`config.mk`:
```
export PLATFORM = sky130hd
export DESIGN_NAME = muldiv_sched_flat
export DESIGN_NICKNAME = d
export VERILOG_FILES = /design/src/rtl/muldiv_sched_if.sv /design/src/rtl/muldiv_sched.sv /design/src/flat_wrapper.sv
export SDC_FILE = /design/constraint.sdc
export NUM_CORES = 1
export LEC_CHECK = 0
export ABC_AREA = 1
export CAP_MARGIN = 25
export CORE_AREA = 8 8 203 205
export CTS_CLUSTER_SIZE = 8
export DETAILED_ROUTE_END_ITERATION = 16
export DIE_AREA = 0 0 211 213
export PLACE_DENSITY = 0.77
export SLEW_MARGIN = 20
export SYNTH_ARGS = -nofsm -noshare
export SYNTH_HDL_FRONTEND = slang
export SYNTH_SLANG_ARGS = --single-unit
```
`constraint.sdc`:
```
create_clock -name clk -period 4.4 [get_ports clk]
set_input_delay 0.44 -clock clk [delete_from_list [all_inputs] [get_ports clk]]
set_output_delay 0.44 -clock clk [all_outputs]
set_load 0.01 [all_outputs]
```
`src/rtl/muldiv_sched_if.sv`:
```
// Bundle, unit and HI/LO signals of the mul/div scheduler, plus a debug view of its FSM state.
// Handshake: a *_start level is held until the matching one-cycle *_ready pulse; the unit accepts a start only when idle.
interface muldiv_sched_if #(
   parameter int W = 32
);
   logic             req1, req2;
   logic [2:0]       op1, op2;
   logic             sgn1, sgn2;
   logic [W-1:0]     a1, b1, a2, b2;
   logic [2*W-1:0]   hilo_cur;
   logic             stall_masterE;
   logic             flush_masterE;
   logic             flush_exception_masterM;
   logic             unit_mul_start, unit_div_start;
   logic             unit_sign;
   logic [W-1:0]     unit_a, unit_b;
   logic             unit_flush;
   logic             mul_ready, div_ready;
   logic [2*W-1:0]   mul_res, div_res;
   logic             md_stall;
   logic [W-1:0]     gpr_out1, gpr_out2;
   logic             hilo_we;
   logic [2*W-1:0]   hilo_wdata;
   logic [1:0]       dbg_state;

   modport slave (
      input  req1, req2, op1, op2, sgn1, sgn2, a1, b1, a2, b2, hilo_cur,
      input  stall_masterE, flush_masterE, flush_exception_masterM,
      input  mul_ready, div_ready, mul_res, div_res,
      output unit_mul_start, unit_div_start, unit_sign, unit_a, unit_b, unit_flush,
      output md_stall, gpr_out1, gpr_out2, hilo_we, hilo_wdata, dbg_state
   );

   modport master (
      output req1, req2, op1, op2, sgn1, sgn2, a1, b1, a2, b2, hilo_cur,
      output stall_masterE, flush_masterE, flush_exception_masterM,
      output mul_ready, div_ready, mul_res, div_res,
      input  unit_mul_start, unit_div_start, unit_sign, unit_a, unit_b, unit_flush,
      input  md_stall, gpr_out1, gpr_out2, hilo_we, hilo_wdata, dbg_state
   );
endinterface

```
`src/rtl/muldiv_sched.sv`:
```
// Serialises the two execute-lane mul/div requests onto one multiplier and one divider,
// accumulates the HI/LO value across the bundle and commits it once.
module muldiv_sched #(
   parameter int W = 32
) (
   input  logic          clk,
   input  logic          rst,
   muldiv_sched_if.slave bus
);
   typedef enum logic [1:0] {IDLE = 2'd0, RUN1 = 2'd1, RUN2 = 2'd2, DONE = 2'd3} state_t;

   localparam logic [2:0] OP_MULT = 3'd0;
   localparam logic [2:0] OP_DIV  = 3'd1;
   localparam logic [2:0] OP_MUL  = 3'd2;
   localparam logic [2:0] OP_MADD = 3'd3;
   localparam logic [2:0] OP_MSUB = 3'd4;

   state_t         state_q, state_d;
   logic [2:0]     op_q, op_d;
   logic           sgn_q, sgn_d;
   logic [W-1:0]   a_q, a_d, b_q, b_d;
   logic [2*W-1:0] acc_q, acc_d;
   logic           pend2_q, pend2_d;
   logic           dirty_q, dirty_d;
   logic [W-1:0]   gpr1_q, gpr1_d, gpr2_q, gpr2_d;

   logic           v1, v2, is_div, in_run, unit_ready, hilo_we;
   logic [2*W-1:0] res;

   assign v1         = bus.req1 && (bus.op1 <= OP_MSUB);
   assign v2         = bus.req2 && (bus.op2 <= OP_MSUB);
   assign is_div     = (op_q == OP_DIV);
   assign in_run     = (state_q == RUN1) || (state_q == RUN2);
   assign unit_ready = is_div ? bus.div_ready : bus.mul_ready;
   assign res        = is_div ? bus.div_res : bus.mul_res;

   always_comb begin
      state_d = state_q;
      op_d    = op_q;
      sgn_d   = sgn_q;
      a_d     = a_q;
      b_d     = b_q;
      acc_d   = acc_q;
      pend2_d = pend2_q;
      dirty_d = dirty_q;
      gpr1_d  = gpr1_q;
      gpr2_d  = gpr2_q;
      hilo_we = 1'b0;

      case (state_q)
         IDLE: begin
            if (v1) begin
               op_d    = bus.op1;
               sgn_d   = bus.sgn1;
               a_d     = bus.a1;
               b_d     = bus.b1;
               acc_d   = bus.hilo_cur;
               pend2_d = v2;
               state_d = RUN1;
            end else if (v2) begin
               op_d    = bus.op2;
               sgn_d   = bus.sgn2;
               a_d     = bus.a2;
               b_d     = bus.b2;
               acc_d   = bus.hilo_cur;
               state_d = RUN2;
            end
         end
         RUN1, RUN2: begin
            if (unit_ready) begin
               case (op_q)
                  OP_MULT, OP_DIV: acc_d = res;
                  OP_MADD:         acc_d = acc_q + res;
                  OP_MSUB:         acc_d = acc_q - res;
                  default: begin
                     if (state_q == RUN1) gpr1_d = res[W-1:0];
                     else                 gpr2_d = res[W-1:0];
                  end
               endcase
               if (op_q != OP_MUL) dirty_d = 1'b1;
               // Lane 2 is still held in execute by md_stall, so its operands are read live here.
               if (state_q == RUN1 && pend2_q) begin
                  op_d    = bus.op2;
                  sgn_d   = bus.sgn2;
                  a_d     = bus.a2;
                  b_d     = bus.b2;
                  state_d = RUN2;
               end else begin
                  state_d = DONE;
               end
            end
         end
         DONE: begin
            if (!bus.stall_masterE) begin
               hilo_we = dirty_q && !bus.flush_exception_masterM;
               dirty_d = 1'b0;
               pend2_d = 1'b0;
               state_d = IDLE;
            end
         end
         default: state_d = IDLE;
      endcase

      // A flush kills the bundle outright, including any completion arriving this cycle.
      if (bus.flush_masterE) begin
         state_d = IDLE;
         pend2_d = 1'b0;
         dirty_d = 1'b0;
         acc_d   = acc_q;
         gpr1_d  = gpr1_q;
         gpr2_d  = gpr2_q;
         hilo_we = 1'b0;
      end
   end

   always_ff @(posedge clk or negedge rst) begin
      if (!rst) begin
         state_q <= IDLE;
         op_q    <= 3'd0;
         sgn_q   <= 1'b0;
         a_q     <= '0;
         b_q     <= '0;
         acc_q   <= '0;
         pend2_q <= 1'b0;
         dirty_q <= 1'b0;
         gpr1_q  <= '0;
         gpr2_q  <= '0;
      end else begin
         state_q <= state_d;
         op_q    <= op_d;
         sgn_q   <= sgn_d;
         a_q     <= a_d;
         b_q     <= b_d;
         acc_q   <= acc_d;
         pend2_q <= pend2_d;
         dirty_q <= dirty_d;
         gpr1_q  <= gpr1_d;
         gpr2_q  <= gpr2_d;
      end
   end

   assign bus.unit_mul_start = in_run && !is_div && !bus.mul_ready;
   assign bus.unit_div_start = in_run && is_div && !bus.div_ready;
   assign bus.unit_sign      = sgn_q;
   assign bus.unit_a         = a_q;
   assign bus.unit_b         = b_q;
   assign bus.unit_flush     = bus.flush_masterE;
   assign bus.md_stall       = ((state_q == IDLE) && (v1 || v2)) || in_run;
   assign bus.gpr_out1       = gpr1_q;
   assign bus.gpr_out2       = gpr2_q;
   assign bus.hilo_we        = hilo_we;
   assign bus.hilo_wdata     = acc_q;
   assign bus.dbg_state      = state_q;
endmodule

```
`src/flat_wrapper.sv`:
```
// flat-port wrapper written by rule: the top's interface ports become plain ports
module muldiv_sched_flat 
#(
   parameter int W = 32
)
  (clk, rst, bus_req1, bus_req2, bus_op1, bus_op2, bus_sgn1, bus_sgn2, bus_a1, bus_b1, bus_a2, bus_b2, bus_hilo_cur, bus_stall_masterE, bus_flush_masterE, bus_flush_exception_masterM, bus_mul_ready, bus_div_ready, bus_mul_res, bus_div_res, bus_unit_mul_start, bus_unit_div_start, bus_unit_sign, bus_unit_a, bus_unit_b, bus_unit_flush, bus_md_stall, bus_gpr_out1, bus_gpr_out2, bus_hilo_we, bus_hilo_wdata, bus_dbg_state);
  muldiv_sched_if #(.W(W)) bus_i ();
  input  logic clk;
  input  logic rst;
  input wire logic [$bits(bus_i.req1)-1:0] bus_req1;
  input wire logic [$bits(bus_i.req2)-1:0] bus_req2;
  input wire logic [$bits(bus_i.op1)-1:0] bus_op1;
  input wire logic [$bits(bus_i.op2)-1:0] bus_op2;
  input wire logic [$bits(bus_i.sgn1)-1:0] bus_sgn1;
  input wire logic [$bits(bus_i.sgn2)-1:0] bus_sgn2;
  input wire logic [$bits(bus_i.a1)-1:0] bus_a1;
  input wire logic [$bits(bus_i.b1)-1:0] bus_b1;
  input wire logic [$bits(bus_i.a2)-1:0] bus_a2;
  input wire logic [$bits(bus_i.b2)-1:0] bus_b2;
  input wire logic [$bits(bus_i.hilo_cur)-1:0] bus_hilo_cur;
  input wire logic [$bits(bus_i.stall_masterE)-1:0] bus_stall_masterE;
  input wire logic [$bits(bus_i.flush_masterE)-1:0] bus_flush_masterE;
  input wire logic [$bits(bus_i.flush_exception_masterM)-1:0] bus_flush_exception_masterM;
  input wire logic [$bits(bus_i.mul_ready)-1:0] bus_mul_ready;
  input wire logic [$bits(bus_i.div_ready)-1:0] bus_div_ready;
  input wire logic [$bits(bus_i.mul_res)-1:0] bus_mul_res;
  input wire logic [$bits(bus_i.div_res)-1:0] bus_div_res;
  output wire logic [$bits(bus_i.unit_mul_start)-1:0] bus_unit_mul_start;
  output wire logic [$bits(bus_i.unit_div_start)-1:0] bus_unit_div_start;
  output wire logic [$bits(bus_i.unit_sign)-1:0] bus_unit_sign;
  output wire logic [$bits(bus_i.unit_a)-1:0] bus_unit_a;
  output wire logic [$bits(bus_i.unit_b)-1:0] bus_unit_b;
  output wire logic [$bits(bus_i.unit_flush)-1:0] bus_unit_flush;
  output wire logic [$bits(bus_i.md_stall)-1:0] bus_md_stall;
  output wire logic [$bits(bus_i.gpr_out1)-1:0] bus_gpr_out1;
  output wire logic [$bits(bus_i.gpr_out2)-1:0] bus_gpr_out2;
  output wire logic [$bits(bus_i.hilo_we)-1:0] bus_hilo_we;
  output wire logic [$bits(bus_i.hilo_wdata)-1:0] bus_hilo_wdata;
  output wire logic [$bits(bus_i.dbg_state)-1:0] bus_dbg_state;
  assign bus_i.req1 = bus_req1;
  assign bus_i.req2 = bus_req2;
  assign bus_i.op1 = bus_op1;
  assign bus_i.op2 = bus_op2;
  assign bus_i.sgn1 = bus_sgn1;
  assign bus_i.sgn2 = bus_sgn2;
  assign bus_i.a1 = bus_a1;
  assign bus_i.b1 = bus_b1;
  assign bus_i.a2 = bus_a2;
  assign bus_i.b2 = bus_b2;
  assign bus_i.hilo_cur = bus_hilo_cur;
  assign bus_i.stall_masterE = bus_stall_masterE;
  assign bus_i.flush_masterE = bus_flush_masterE;
  assign bus_i.flush_exception_masterM = bus_flush_exception_masterM;
  assign bus_i.mul_ready = bus_mul_ready;
  assign bus_i.div_ready = bus_div_ready;
  assign bus_i.mul_res = bus_mul_res;
  assign bus_i.div_res = bus_div_res;
  assign bus_unit_mul_start = bus_i.unit_mul_start;
  assign bus_unit_div_start = bus_i.unit_div_start;
  assign bus_unit_sign = bus_i.unit_sign;
  assign bus_unit_a = bus_i.unit_a;
  assign bus_unit_b = bus_i.unit_b;
  assign bus_unit_flush = bus_i.unit_flush;
  assign bus_md_stall = bus_i.md_stall;
  assign bus_gpr_out1 = bus_i.gpr_out1;
  assign bus_gpr_out2 = bus_i.gpr_out2;
  assign bus_hilo_we = bus_i.hilo_we;
  assign bus_hilo_wdata = bus_i.hilo_wdata;
  assign bus_dbg_state = bus_i.dbg_state;
  muldiv_sched #(.W(W)) u_core (.clk(clk), .rst(rst), .bus(bus_i));
endmodule
```
==> metrics.md, run 1 <==
| Metric | Value |
|---|---|
| Synth warn | 0 |
| Yosys reg bits | 200 |
| Final WL | 92620 um |
| Number of synthesized flops with an enable pin | 0 |
| Reg2reg start | u_core.op_q[2]$_DFFE_PN0P_ |
| Initial Util | 0.4431 |
| R2R Setup Slk | -90 ps |
| Cell area after layout | 27840 um2 |
| Total chip power | about 27000 uW |
| Max_cap viols | 0 |
| Largest net degree at the start of global routing | just over 100 |
| Wire length per cell | 23.23 um |
| Status | finished with violations |
| Largest family of logic cells by synthesized area | simple AND/OR/NAND/NOR gates |
| Antenna violations before repair | 4 |
| Clock buffer count from CTS | 17 |
| Clock Path Buffers | 2 |
| Critical Path Max Stage Delay | between 300 and 400 ps |
| Critical R2R Capture | u_core.bus.hilo_wdata[56]$_DFFE_PN0P_ |
| CP max-delay cell | dfrtp_1 |
| Post-synthesis xor/xnor area fraction | 0.04616 |
| Storage element area | between 5000 and 6000 um2 |
| Synth unique cells | between 50 and 60 |
| Post-DP Area | 25180 um2 |
| Core area | 38110 um2 |
| Crit share post-route | 1.020 |
| Leakage Power | 0.01259 uW |
| Post-Synth Adder-Cell Area | 0.05157 |
| Critical Path AT | roughly 4900 ps |
| Die Wd | 211 um |
| HP Class | primary input to async pin |
| Critical Path RT | ~4800 ps |
| Port Buffer Count | 536 |
| Relative slew margins | 0.2524 |
| Post-Syn Area | ~17000 um2 |
| Ports | between 500 and 600 |
| Syn Area/Cell | roughly 6.5 um2 |
| Max-slew violation count | 0 |
| Failing checks | negative setup slack |
| PD cells | ~1000 nW/um2 |
| Cell taking the most area after synthesis | dfrtp_1 |
| Area Overhead vs Synth | 64.89% |
| Clock root cell | clkbuf_16 |
| Nets | around 3.9k |
| CP Class | flip-flop to flip-flop |
| Max Freq | approximately 220 MHz |
| Cts hold-fix bufs | 0 |
| Clock-pin slew on the worst setup and hold paths | about 80 ps |
| Syn_nets | between 3k and 4k |
| Top cell by count, worst path | nor2_4 |
| Fin util | 0.7307 |
| Syn Inst Count | approximately 2.6k |
| Setup TNS | -551.4 ps |
| Die Ht | ~210 um |
| Detailed placer's ending HPWL | 73410 um |
| H-tree levels | 4 |
| Post-synth top area share | 0.2964 |
| R2R depth | 30 |
| Final setup fails | 15 |
| Sequential fraction of the synthesis area | 0.2964 |
| Post-synth ARST share | 1.000 |
| Top post-synthesis cells by area | dfrtp_1, nand2_1, a21oi_1 |
| Mux share of post-synthesis cell area | 0.0005928 |
| Global-route wire length before repair | 134800 um |
| # rows | 72 |
| Total track usage | 0.3948 |
| DRC violations left | 0 |
| Post-route setup slack | -88.52 ps |
| Nature of the critical path startpoint | flip-flop |
| GPL Wtd Cong | around 1.0 |
| Drt first pass iters | 8 |
| Simple-Gate Fraction of Synth Area | 0.3093 |
| Clock sink total | 200 |
| Count leader, synth | nand2_1 |
| Area occupied by multi-input gates | 11750 um2 |
| Vias in the first global route | around 23k |
| Total global routing overflow | 0 |
| Final min period | 4489 ps |
| Synth cell count leaders | nand2_1, nor2_1, a21oi_1, inv_1, dfrtp_1 |
| Hold Vio Cnt, Final | 0 |
| CP Max Fanout | 7 |
| Post-Route Skew | 16.74 ps |
| Die ar. | approximately 45000 um2 |
| Crit end category | flip-flop |
| Filler cell count in the final layout | 2988 |
| Setup crit start | u_core.op_q[2]$_DFFE_PN0P_ |
| Share of post-route cells with drive strength above 1 | 0.2406 |
| Number of DRC markers in iteration 0 | approximately 2.3k |
| Synth Area in Compound Gates | 0.2004 |
| Top FF cell, synth | dfrtp_1 |
| Worst Tran Pin Value | 1121 ps |
| RSZ-0062 raised after global routing | true |
| Hold_ws | between 20 and 25 ps |
| Vias/cell | 5.644 |
| Final ANT Viol Nets | 0 |
| Worst-skew pair later-pin latency | 480 ps |
| Via Count | between 20k and 25k |
| CTS tree | yes |
| VDD IR max | approximately 590 uV |
state kept, by name, summed over array words and instances (netlist names), 2 cells and up:
register / flops
u_core.bus.hilo_wdata: 64
u_core.bus.gpr_out2: 32
u_core.bus.unit_b: 32
u_core.op_q: 3
u_core.bus.dbg_state: 2
u_core.bus.gpr_out1: 32
u_core.bus.unit_a: 32
repair_timing:
item                                   4_1_cts  5_1_grt
endpoints found under the hold margin        0        0
pin swaps                                   28      126
gates resized for setup                    123      353
buffers inserted                            32       26
setup endpoints to repair                   39       46
cloned                                       2        1
metrics by stage:
step	std cells	setup WS [ps]
final	3987	-88.52
after global routing	3987	-271.1
after CTS	3959	-7.021
after detailed placement	3893	-415.2
after global placement	3893	-401.1
after floorplan	2602	590.1
cells in the final DEF, fill, tap and decap left out, types with 42 or more instances in the layout:
| cell | n |
|---|---|
| nor2_4 | 43 |
| nor2_2 | 63 |
| buf_4 | 371 |
| nand2_1 | 496 |
| o21ai_0 | 101 |
| nand2_2 | 73 |
| clkdlybuf4s50_1 | 535 |
| ha_1 | 54 |
| o21ai_1 | 42 |
| a21oi_1 | 276 |
| nor2_1 | 279 |
| inv_1 | 262 |
| dfrtp_1 | 199 |
| a21oi_2 | 49 |
| a31oi_1 | 72 |
| xor2_1 | 69 |
| nand3_1 | 146 |
per-layer routing:
metal | share of wire | up-vias | track usage
met5 | 0.00016 | - | 0
met4 | 0.076 | 2 | 0.2529
met3 | 0.095 | 367 | 0.09100
met2 | 0.46 | 1404 | 0.6510
met1 | 0.37 | 10484 | 0.4598
li1 | - | 10246 | -
cells by family after synthesis:
kind of cell               Yosys count
xor gates and xnor gates            89
muxes                                1
adders and majority gates           69
buffers and inverters              406
AOI/OAI and AO/OA                  627
DFF                                200
and+or+nand+nor                   1210
critical path, delay by kind of cell, from the launching register on:
| family | cells | cell delay (ps) |
|---|---|---|
| AO/OA/AOI/OAI | 6 | 1040 |
| XOR/XNOR | 1 | 200 |
| adder cells (fa/ha/maj) | 1 | 260 |
| buffers and inverters | 7 | 900 |
| flip-flops | 1 | 390 |
| AND/OR/NAND/NOR | 15 | 1580 |
where the power goes:
group	total, uW	internal [uW]	switching (uW)
combinational	21800	9180	12700
clock	1640	767	876
sequential	3670	2810	861
total	27100	12800	14400
how the worst max path moves through the flow:
stage	end	slack, ps	cells past startpoint
after global routing	u_core.bus.hilo_wdata[56]$_DFFE_PN0P_	-270	29
after floorplan	u_core.bus.hilo_wdata[41]$_DFFE_PN0P_	590	29
after CTS	u_core.bus.hilo_wdata[29]$_DFFE_PN0P_	-7	31
after global placement	u_core.bus.hilo_wdata[52]$_DFFE_PN0P_	-400	29
after detailed placement	u_core.bus.hilo_wdata[46]$_DFFE_PN0P_	-420	31
final	u_core.bus.hilo_wdata[56]$_DFFE_PN0P_	-90	30
final cells by class:
cell class	count	area share
clock inverters	13	0.004763
inverters	295	0.04013
well taps	518	0.02328
clock buffers	19	0.01591
repair buffers	943	0.3138
multi-input cells	1996	0.4221
flip-flops and latches	200	0.1798
diodes	3	0.0002696
Power figures use the tool's default switching activity.
==> inputs of run 2 (changes only) <==
- CORE_AREA: 8 8 203 205 -> not set
- CORE_MARGIN: not set -> 8
- CORE_UTILIZATION: not set -> 43
- DIE_AREA: 0 0 211 213 -> not set
- PLACE_DENSITY: 0.77 -> 0.78
- clock period: 4.4 -> 3.86 ns (I/O delays scaled with it)
==> run 2 against run 1 <==
The flow still finishes with violations (negative setup slack). Highest routed layer unchanged. Utilization up 3.6 points. Clock power up 16%. Register-to-register slack worse by 740 ps. Maximum frequency is 4.2% lower. Sequential power up 14%.
==> metrics.md, run 2 (synthesis results as in run 1) <==
| Metric | Value |
|---|---|
| Worst Tran Pin Value | 1060 ps (-61.42 ps) |
| Total global routing overflow | 0 (unchanged) |
| Nature of the critical path startpoint | flip-flop |
| Drt first pass iters | 6 (-2) |
| Vias in the first global route | 22.91k (+1.7%) |
| Final WL | 93690 um (+1.2%) |
| Crit share post-route | 1.213 (+0.1932) |
| Worst-skew pair later-pin latency | 480 ps (about the same) |
| DRC violations left | 0 (unchanged) |
| Share of post-route cells with drive strength above 1 | 0.3048 (+0.06414) |
| Post-DP Area | 26160 um2 (+3.9%) |
| Clock-pin slew on the worst setup and hold paths | 90 ps (about the same) |
| Area Overhead vs Synth | 75.91% |
| Clock Path Buffers | 2 (unchanged) |
| Largest net degree at the start of global routing | 101 (-1.9%) |
| Max_cap viols | 0 (unchanged) |
| PD cells | 1161 nW/um2 (+19%) |
| Clock buffer count from CTS | 17 (unchanged) |
| Ports | 537 (unchanged) |
| Core area | 38740 um2 (+1.7%) |
| Initial Util | 0.4359 (-0.007214) |
| Place WS | -918.0 ps (-502.8 ps) |
| Max Freq | 213.5 MHz (-4.2%) |
| Die ar. | 45870 um2 (+2.1%) |
| Critical Path AT | 5090 ps (+240 ps) |
| Critical Path Max Stage Delay | 400 ps (about the same) |
| Top cell by count, worst path | nand2_4 |
| Vias/cell | 5.610 (-0.61%) |
| Crit end category | flip-flop |
| Via Count | 23.11k (+2.7%) |
| Cell area after layout | 29700 um2 (+6.7%) |
| Critical Path RT | 4270 ps (-500 ps) |
| Antenna violations before repair | 10 (+6) |
| Setup TNS | -27460 ps (-26900 ps) |
| Number of DRC markers in iteration 0 | 2341 (+0.69%) |
| GPL Wtd Cong | 1.017 (-2.9%) |
| Global-route wire length before repair | 136600 um (+1.4%) |
| Max-slew violation count | 0 (unchanged) |
| Wire length per cell | 22.75 um (-2.1%) |
| HP Class | primary input to async pin |
| Post-route setup slack | -823.6 ps (-735.0 ps) |
| # rows | 72 (unchanged) |
| Hold_ws | 24.91 ps (+1.364 ps) |
| Leakage Power | 0.01344 uW (+6.7%) |
| Max reg flops | 64 (unchanged) |
| VDD IR max | 737.2 uV (+24%) |
| Nets | 3986 (+3.3%) |
| Clock root cell | clkbuf_16 |
| Status | finished with violations |
| Post-Route Skew | 14.45 ps (-2.288 ps) |
| Detailed placer's ending HPWL | 73300 um (-0.16%) |
| CP Class | flip-flop to flip-flop |
| Die Ht | 214.2 um (+0.55%) |
| CP Max Fanout | 8 (+1) |
| Total track usage | 0.3803 (-0.01446) |
| Cts hold-fix bufs | 0 (unchanged) |
| Total chip power | 34490 uW (+27%) |
| Commonest non-fill, non-tap cell in the layout | clkdlybuf4s50_1 |
| Hold Vio Cnt, Final | 0 (unchanged) |
| R2R Setup Slk | -820 ps (-740 ps) |
| CP max-delay cell | dfrtp_1 |
| Final min period | 4684 ps (+195.0 ps) |
| Port Buffer Count | 536 (unchanged) |
| Die Wd | 214.2 um (+1.5%) |
| CTS tree | yes |
| Final ANT Viol Nets | 0 (unchanged) |
| Relative slew margins | 0.2933 (+0.04095) |
| RSZ-0062 raised after global routing | true |
| H-tree levels | 4 (unchanged) |
| Highest-count cells in the layout ignoring fill and taps | clkdlybuf4s50_1, buf_4, nand2_1 |
| Failing checks | negative setup slack |
| Final setup fails | 50 (+35) |
| Clock sink total | 200 (unchanged) |
run 2: cell count changes in the layout (fill, tap and decap cells not counted), moves of 9 or more:
cell,previous run,this run
a21oi_1,276,257
a21oi_4,6,21
buf_4,371,491
nand2_1,496,439
nand2_2,73,107
nand2_4,23,46
nand3_1,146,136
nand3_2,18,27
nor2_1,279,263
nor2_2,63,51
nor2_4,43,71
o21ai_2,23,35
run 2: stage by stage:
| stage | std cells | util |
|---|---|---|
| after global placement | 4014 | 0.6754 |
| after CTS | 4077 | 0.7218 |
| final | 4119 | 0.7668 |
| after floorplan | 2602 | - |
| after detailed placement | 4014 | 0.6754 |
| after global routing | 4118 | 0.7668 |
run 2: worst paths after layout:
check / from / end / cells after the start
setup / recovery: u_core.op_q[2]$_DFFE_PN0P_ / u_core.bus.hilo_wdata[35]$_DFFE_PN0P_ / 30
hold / removal: rst / u_core.bus.hilo_wdata[8]$_DFFE_PN0P_ / 1
setup reg to reg: u_core.op_q[2]$_DFFE_PN0P_ / u_core.bus.hilo_wdata[35]$_DFFE_PN0P_ / 30
hold reg to reg: u_core.bus.gpr_out1[23]$_DFFE_PN0P_ / u_core.bus.gpr_out1[23]$_DFFE_PN0P_ / 2
max in group asynchronous: rst / u_core.bus.gpr_out2[20]$_DFFE_PN0P_ / 2
min in group clk: bus_b2[0] / u_core.bus.unit_b[0]$_DFFE_PN0P_ / 3
run 2: routing by layer:
metal | up-vias | share of wire | GRT usage
met2 | 1405 | 0.47 | 0.6251
met3 | 350 | 0.086 | 0.08449
met4 | 4 | 0.074 | 0.2411
met5 | - | 0.00023 | 0
li1 | 10498 | - | -
met1 | 10849 | 0.37 | 0.4462
run 2: layout make-up:
class / count / area (um2)
antenna: 8 / 20.02
clock buffer: 18 / 439.2
clock inverter: 14 / 151.4
fill: 2788 / 9032
inverter: 295 / 1117
multi-input combinational: 1996 / 12630
sequential: 200 / 5006
tap: 518 / 648.1
timing repair buffer: 1070 / 9692
run 2: power by group:
part / total, uW / switching (uW) / leakage (uW) / internal [uW]
Combinational: 28400 / 15900 / 0.0109 / 12500
Clock: 1900 / 1010 / 0.000283 / 884
Sequential: 4180 / 977 / 0.00229 / 3200
Total: 34500 / 17900 / 0.0134 / 16600
run 2: what timing repair did:
action | in CTS | in global routing
buffers inserted | 30 | 38
pin swaps | 43 | 160
endpoints found under the setup margin | 50 | 54
cloned | 1 | 0
hold endpoints to repair | 0 | 0
gates resized for setup | 300 | 393
run 2: critical path, delay by kind of cell (launching register included):
kind	cells	cell delay, ps
buffers and inverters	6	810
flip-flops	1	400
AO/OA/AOI/OAI	4	780
adder cells (fa/ha/maj)	1	300
AND/OR/NAND/NOR	18	1880
XOR/XNOR	1	400
